==> config.mk <==
export PLATFORM = sky130hd
export DESIGN_NAME = mem_arbiter
export DESIGN_NICKNAME = d
export VERILOG_FILES = /design/src/rtl/mem_pkg.sv /design/src/rtl/rr_arb2.sv /design/src/rtl/mem_arbiter.sv
export SDC_FILE = /design/constraint.sdc
export NUM_CORES = 1
export LEC_CHECK = 0
export CAP_MARGIN = 20
export CELL_PAD_IN_SITES_DETAIL_PLACEMENT = 1
export CELL_PAD_IN_SITES_GLOBAL_PLACEMENT = 1
export CORE_MARGIN = 3
export CORE_UTILIZATION = 25
export CTS_CLUSTER_SIZE = 20
export DETAILED_ROUTE_END_ITERATION = 12
export GPL_TIMING_DRIVEN = 0
export PLACE_DENSITY_LB_ADDON = 0.1
export SLEW_MARGIN = 20
export SYNTH_ARGS = -nofsm -noshare
export SYNTH_HDL_FRONTEND = slang
export SYNTH_SLANG_ARGS = --single-unit
==> constraint.sdc <==
create_clock -name clock -period 2.06 [get_ports clock]
set_input_delay 0.412 -clock clock [delete_from_list [all_inputs] [get_ports clock]]
set_output_delay 0.412 -clock clock [all_outputs]
set_load 0.01 [all_outputs]
==> src/rtl/mem_pkg.sv <==
// Shared widths and controller state encoding for the two-port memory arbiter.
package mem_pkg;

  localparam int ADDR_W    = 4;
  localparam int DATA_W    = 4;
  localparam int NUM_WORDS = 16;

  typedef enum logic {
    ST_INIT = 1'b0,
    ST_RUN  = 1'b1
  } state_t;

endpackage

==> src/rtl/rr_arb2.sv <==
// Two-way round-robin pick: a lone eligible requester wins, a tie goes to the pointer.
module rr_arb2 (
  input  logic [1:0] eligible,
  input  logic       pointer,
  output logic [1:0] winner
);

  always_comb begin
    winner = eligible;
    if (eligible == 2'b11) begin
      winner = pointer ? 2'b10 : 2'b01;
    end
  end

endmodule

==> src/rtl/mem_arbiter.sv <==
// Two-requester arbiter for a 16x4 RAM with optional post-reset clear sequence.
//
// state   | meaning
// --------+--------------------------------------------------------------
// ST_INIT | clearing RAM, one word per cycle at ascending addresses
// ST_RUN  | arbitrating requests (ready=1 from the first edge in RUN on)
module mem_arbiter
  import mem_pkg::*;
#(
  parameter bit                INIT_EN    = 1'b1,
  parameter logic [DATA_W-1:0] INIT_VALUE = 4'h0
) (
  input  logic              clock,
  input  logic              reset,
  input  logic              req0,
  input  logic              req1,
  input  logic              we0,
  input  logic              we1,
  input  logic [ADDR_W-1:0] addr0,
  input  logic [ADDR_W-1:0] addr1,
  input  logic [DATA_W-1:0] wdata0,
  input  logic [DATA_W-1:0] wdata1,
  output logic              gnt0,
  output logic              gnt1,
  output logic              rvalid0,
  output logic              rvalid1,
  output logic [DATA_W-1:0] rdata0,
  output logic [DATA_W-1:0] rdata1,
  output logic              ready,
  output logic              mem_load,
  output logic [ADDR_W-1:0] mem_addr,
  output logic [DATA_W-1:0] mem_in,
  input  logic [DATA_W-1:0] mem_rdata
);

  localparam logic [ADDR_W-1:0] LAST_ADDR = ADDR_W'(NUM_WORDS - 1);

  state_t            state;
  logic [ADDR_W-1:0] init_count;
  logic              pointer;
  logic [1:0]        eligible;
  logic [1:0]        winner;

  // A requester still showing req during its own issue cycle is the same access.
  assign eligible = {req1 & ~gnt1, req0 & ~gnt0} & {2{ready}};

  rr_arb2 u_rr_arb2 (
    .eligible (eligible),
    .pointer  (pointer),
    .winner   (winner)
  );

  always_ff @(posedge clock) begin
    if (reset) begin
      state      <= INIT_EN ? ST_INIT : ST_RUN;
      init_count <= '0;
      pointer    <= 1'b0;
      ready      <= 1'b0;
      mem_load   <= 1'b0;
      mem_addr   <= '0;
      mem_in     <= '0;
      gnt0       <= 1'b0;
      gnt1       <= 1'b0;
      rvalid0    <= 1'b0;
      rvalid1    <= 1'b0;
      rdata0     <= '0;
      rdata1     <= '0;
    end else begin
      // The edge ending a read issue cycle captures the RAM output.
      rvalid0 <= gnt0 & ~mem_load;
      rvalid1 <= gnt1 & ~mem_load;
      if (gnt0 && !mem_load) rdata0 <= mem_rdata;
      if (gnt1 && !mem_load) rdata1 <= mem_rdata;
      gnt0 <= 1'b0;
      gnt1 <= 1'b0;

      if (state == ST_INIT) begin
        if (mem_load && mem_addr == LAST_ADDR) begin
          state    <= ST_RUN;
          ready    <= 1'b1;
          mem_load <= 1'b0;
        end else begin
          mem_load   <= 1'b1;
          mem_addr   <= init_count;
          mem_in     <= INIT_VALUE;
          init_count <= init_count + 1'b1;
        end
      end else begin
        ready    <= 1'b1;
        mem_load <= 1'b0;
        if (winner[0]) begin
          mem_addr <= addr0;
          mem_in   <= wdata0;
          mem_load <= we0;
          gnt0     <= 1'b1;
          pointer  <= 1'b1;
        end else if (winner[1]) begin
          mem_addr <= addr1;
          mem_in   <= wdata1;
          mem_load <= we1;
          gnt1     <= 1'b1;
          pointer  <= 1'b0;
        end
      end
    end
  end

endmodule

==> impl_metrics.csv <==
group,metric,value,unit
global_route,grt_start_max_net_pins,16,
global_route,grt_pass1_wl,5380,microns
global_route,first_global_vias,1136,
timing,period_needed,1850,ps
worst_setup_path,worst-r2r-setup-slack,350,ps
global_route,antenna_found_initial,0,
flow_run,cap_violations,0,
die,pin_count,48,
worst_hold_path,min_from,"mem_in[3]",
logic_synthesis,synth.area.top_cells,"dfxtp_1 (46%), mux2i_1 (9.9%), nor2_1 (5.6%)",
cts,clk_pin_slew,90,ps
timing,skew,4.12,ps
die,die_w,75.6,microns
logic_synthesis,synth_edf_count,0,
layout,nFillCells,529,
logic_synthesis,syn-cell-area,1210,sq um
placed_design,place_hpwl,2560,microns
placed_design,portBuffers,47,
worst_setup_path,worstRegToRegCells,4,
worst_hold_path,min_to,"mem_in[3]",
route,drc,0,
worst_hold_path,hold_path_class,"reg -> reg",
logic_synthesis,yosys.area.top_type,"dfxtp_1",
route,wl_met3,169,microns
timing,fin_ws,211,ps
logic_synthesis,synth_warnings,0,
global_route,overflow,0,
placed_design,place.gp.congestion,0.747,
die,initial_core_util,0.269,
logic_synthesis,avgSynthCellArea,9.68,sq um
timing,slew_headroom,0.665,
logic_synthesis,synthCells,125,
placed_design,post-place-ws,-258,ps
worst_setup_path,crit_fanout,8,
worst_setup_path,startpoint_type,"input pin",
cts,htree_levels,1,
timing,rsz0062_at_grt,"no",
route,dr_wl_met2,1510,microns
cts,cts-root-buf,"clkbuf_8",
worst_setup_path,r2r-start,"mem_addr[1]",
placed_design,dpl-instance-area,1750,sq um
die,row_count,24,
power,powerDensity,546,nW/um^2
die,die_y,75.6,microns
layout,final_cell_mix,"clkdlybuf4s50_1 (47), dfxtp_1 (28), nor2_1 (18), mux2i_1 (12), o21ai_0 (7)",
worst_setup_path,path_class,"in -> reg",
route,wire_per_inst,14.4,microns
die,core-area,4500,sq um
layout,finalCoreUtilization,0.401,
timing,fmax,541,MHz
layout,design_area,1810,sq um
logic_synthesis,synth_nets,152,
timing,report.final.slew_viol_count,0,
die,die_area,5710,sq um
cts,clock_latency,270,ps
global_route,grt_use_total,0.122,
worst_setup_path,endpoint_kind,"flop",
route,vias,1092,
route,drt_iter0_drc,24,
cts,hold_buffers,0,
logic_synthesis,async_reset_ff_frac,0,
layout,final_common_cell,"clkdlybuf4s50_1",
route,maxUsedRoutingLayer,"met4",
logic_synthesis,synth-seq-cells,28,
route,drt_wl_total,3290,microns
cts,numCtsBuffers,3,
timing,fin_crit_sh,0.897,
timing,hold_slack,478,ps
power,p_leak,0.733,nW
timing,report.final.setup_viol,0,
worst_hold_path,hold_path_depth,1,
placed_design,place_inst,224,
timing,finalHoldViolCount,0,
logic_synthesis,synth_ff_type,"dfxtp_1",
logic_synthesis,yosys.area.top_type_share,0.463,
cts,cts_resized,0,
worst_setup_path,reg2reg_to,"mem_addr[1]",
layout,final_cells,228,
status,outcome,"complete, no violations",
layout,fin_nets,204,
route,detail-route-antenna-nets,0,
power,ir_drop,326,uV
logic_synthesis,seq_area_frac_synth,0.463,
cts,cts_setup_buffers,0,
route,firstDrtPassIters,4,
route,viasPerCell,4.79,
cts,clk_path_buf_depth,2,
worst_setup_path,critPathRequiredTime,2220,ps
layout,antennaDiodeCount,0,
cts,cts_tree,"yes",
cts,clock_sinks,28,
logic_synthesis,ys_types,31,
timing,worstMarginPinSlew,499,ps
layout,drive_above_1_share,0.0909,
layout,syn_to_final_growth,49.3,%
worst_setup_path,critPathArrivalTime,2010,ps
route,wl_met1,1580,microns
-- logic make-up (layout without fill, tap and decap cells) --
family                   Yosys count  in the layout  synth area share
AO/OA/AOI/OAI                     27             27             0.173
XOR/XNOR                           1              1           0.00724
buffers and inverters             12             63            0.0434
adder cells (fa/ha/maj)            1              1            0.0103
AND/OR/NAND/NOR                   44             44             0.204
multiplexers                      12             12            0.0993
flip-flops                        28             28             0.463
-- layout make-up --
class | instances | area [sq um] | share of cell area
sequential | 28 | 561 | 0.310
inverter | 5 | 18.8 | 0.0104
multi-input combinational | 85 | 601 | 0.332
clock buffer | 4 | 55.1 | 0.0305
timing repair buffer | 47 | 470 | 0.260
tap | 52 | 65.1 | 0.0360
buffer | 7 | 36.3 | 0.0201
-- critical path: stages --
cell             delay (ps)
clkdlybuf4s50_1         500
nand3b_1                170
or2_1                   260
buf_6                   140
o211a_1                 210
o41ai_1                 310
-- synth_stat cells, types with 2 or more instances --
cell	count
dfxtp_1	28
nor2_1	18
mux2i_1	12
o21ai_0	7
clkbuf_1	6
inv_1	5
a21oi_1	4
nand2b_1	4
o211a_1	4
o2bb2ai_1	4
or4b_2	4
nand2_1	3
nor3b_1	3
o41ai_1	3
nand3b_1	2
nor3_1	2
or3_1	2
-- how the worst max path moves through the flow --
stage / from / to / slack (ps) / cells after the start
floorplan: gnt1 / mem_addr[2] / 490 / 5
global placement: reset / rdata1[1] / -240 / 5
detailed placement: reset / rdata1[2] / -260 / 5
CTS: reset / rdata0[2] / 40 / 5
global route: req0 / mem_addr[1] / 70 / 6
finish: req0 / mem_addr[1] / 210 / 6
-- through the flow --
stage                     TNS (ps)  total power [mW]
after detailed placement     -2900             0.670
after global placement       -2480             0.666
after floorplan                  0             0.601
after global routing             0              1.04
after CTS                        0              1.01
final                            0             0.986
-- report_power, final --
| part | leakage (nW) | total, mW | switching (mW) | internal (mW) |
|---|---|---|---|---|
| clock | 0.0288 | 0.329 | 0.158 | 0.171 |
| combinational | 0.478 | 0.0960 | 0.0327 | 0.0633 |
| sequential | 0.227 | 0.561 | 0.0108 | 0.550 |
-- registers in the layout, indices dropped and copies added (netlist names) --
| register | cells |
|---|---|
| gnt0 | 1 |
| gnt1 | 1 |
| init_count | 4 |
| mem_addr | 4 |
| mem_in | 4 |
| mem_load | 1 |
| pointer | 1 |
| rdata0 | 4 |
| rdata1 | 4 |
| ready | 1 |
| rvalid0 | 1 |
| rvalid1 | 1 |
| state | 1 |
-- per-layer routing --
metal  up-vias  GRT usage
met3         4     0.0330
met4         0     0.0350
met1       509      0.160
met5         -          0
met2        32      0.198
li1        547          -
No activity file was read; power rests on OpenSTA's default activity.
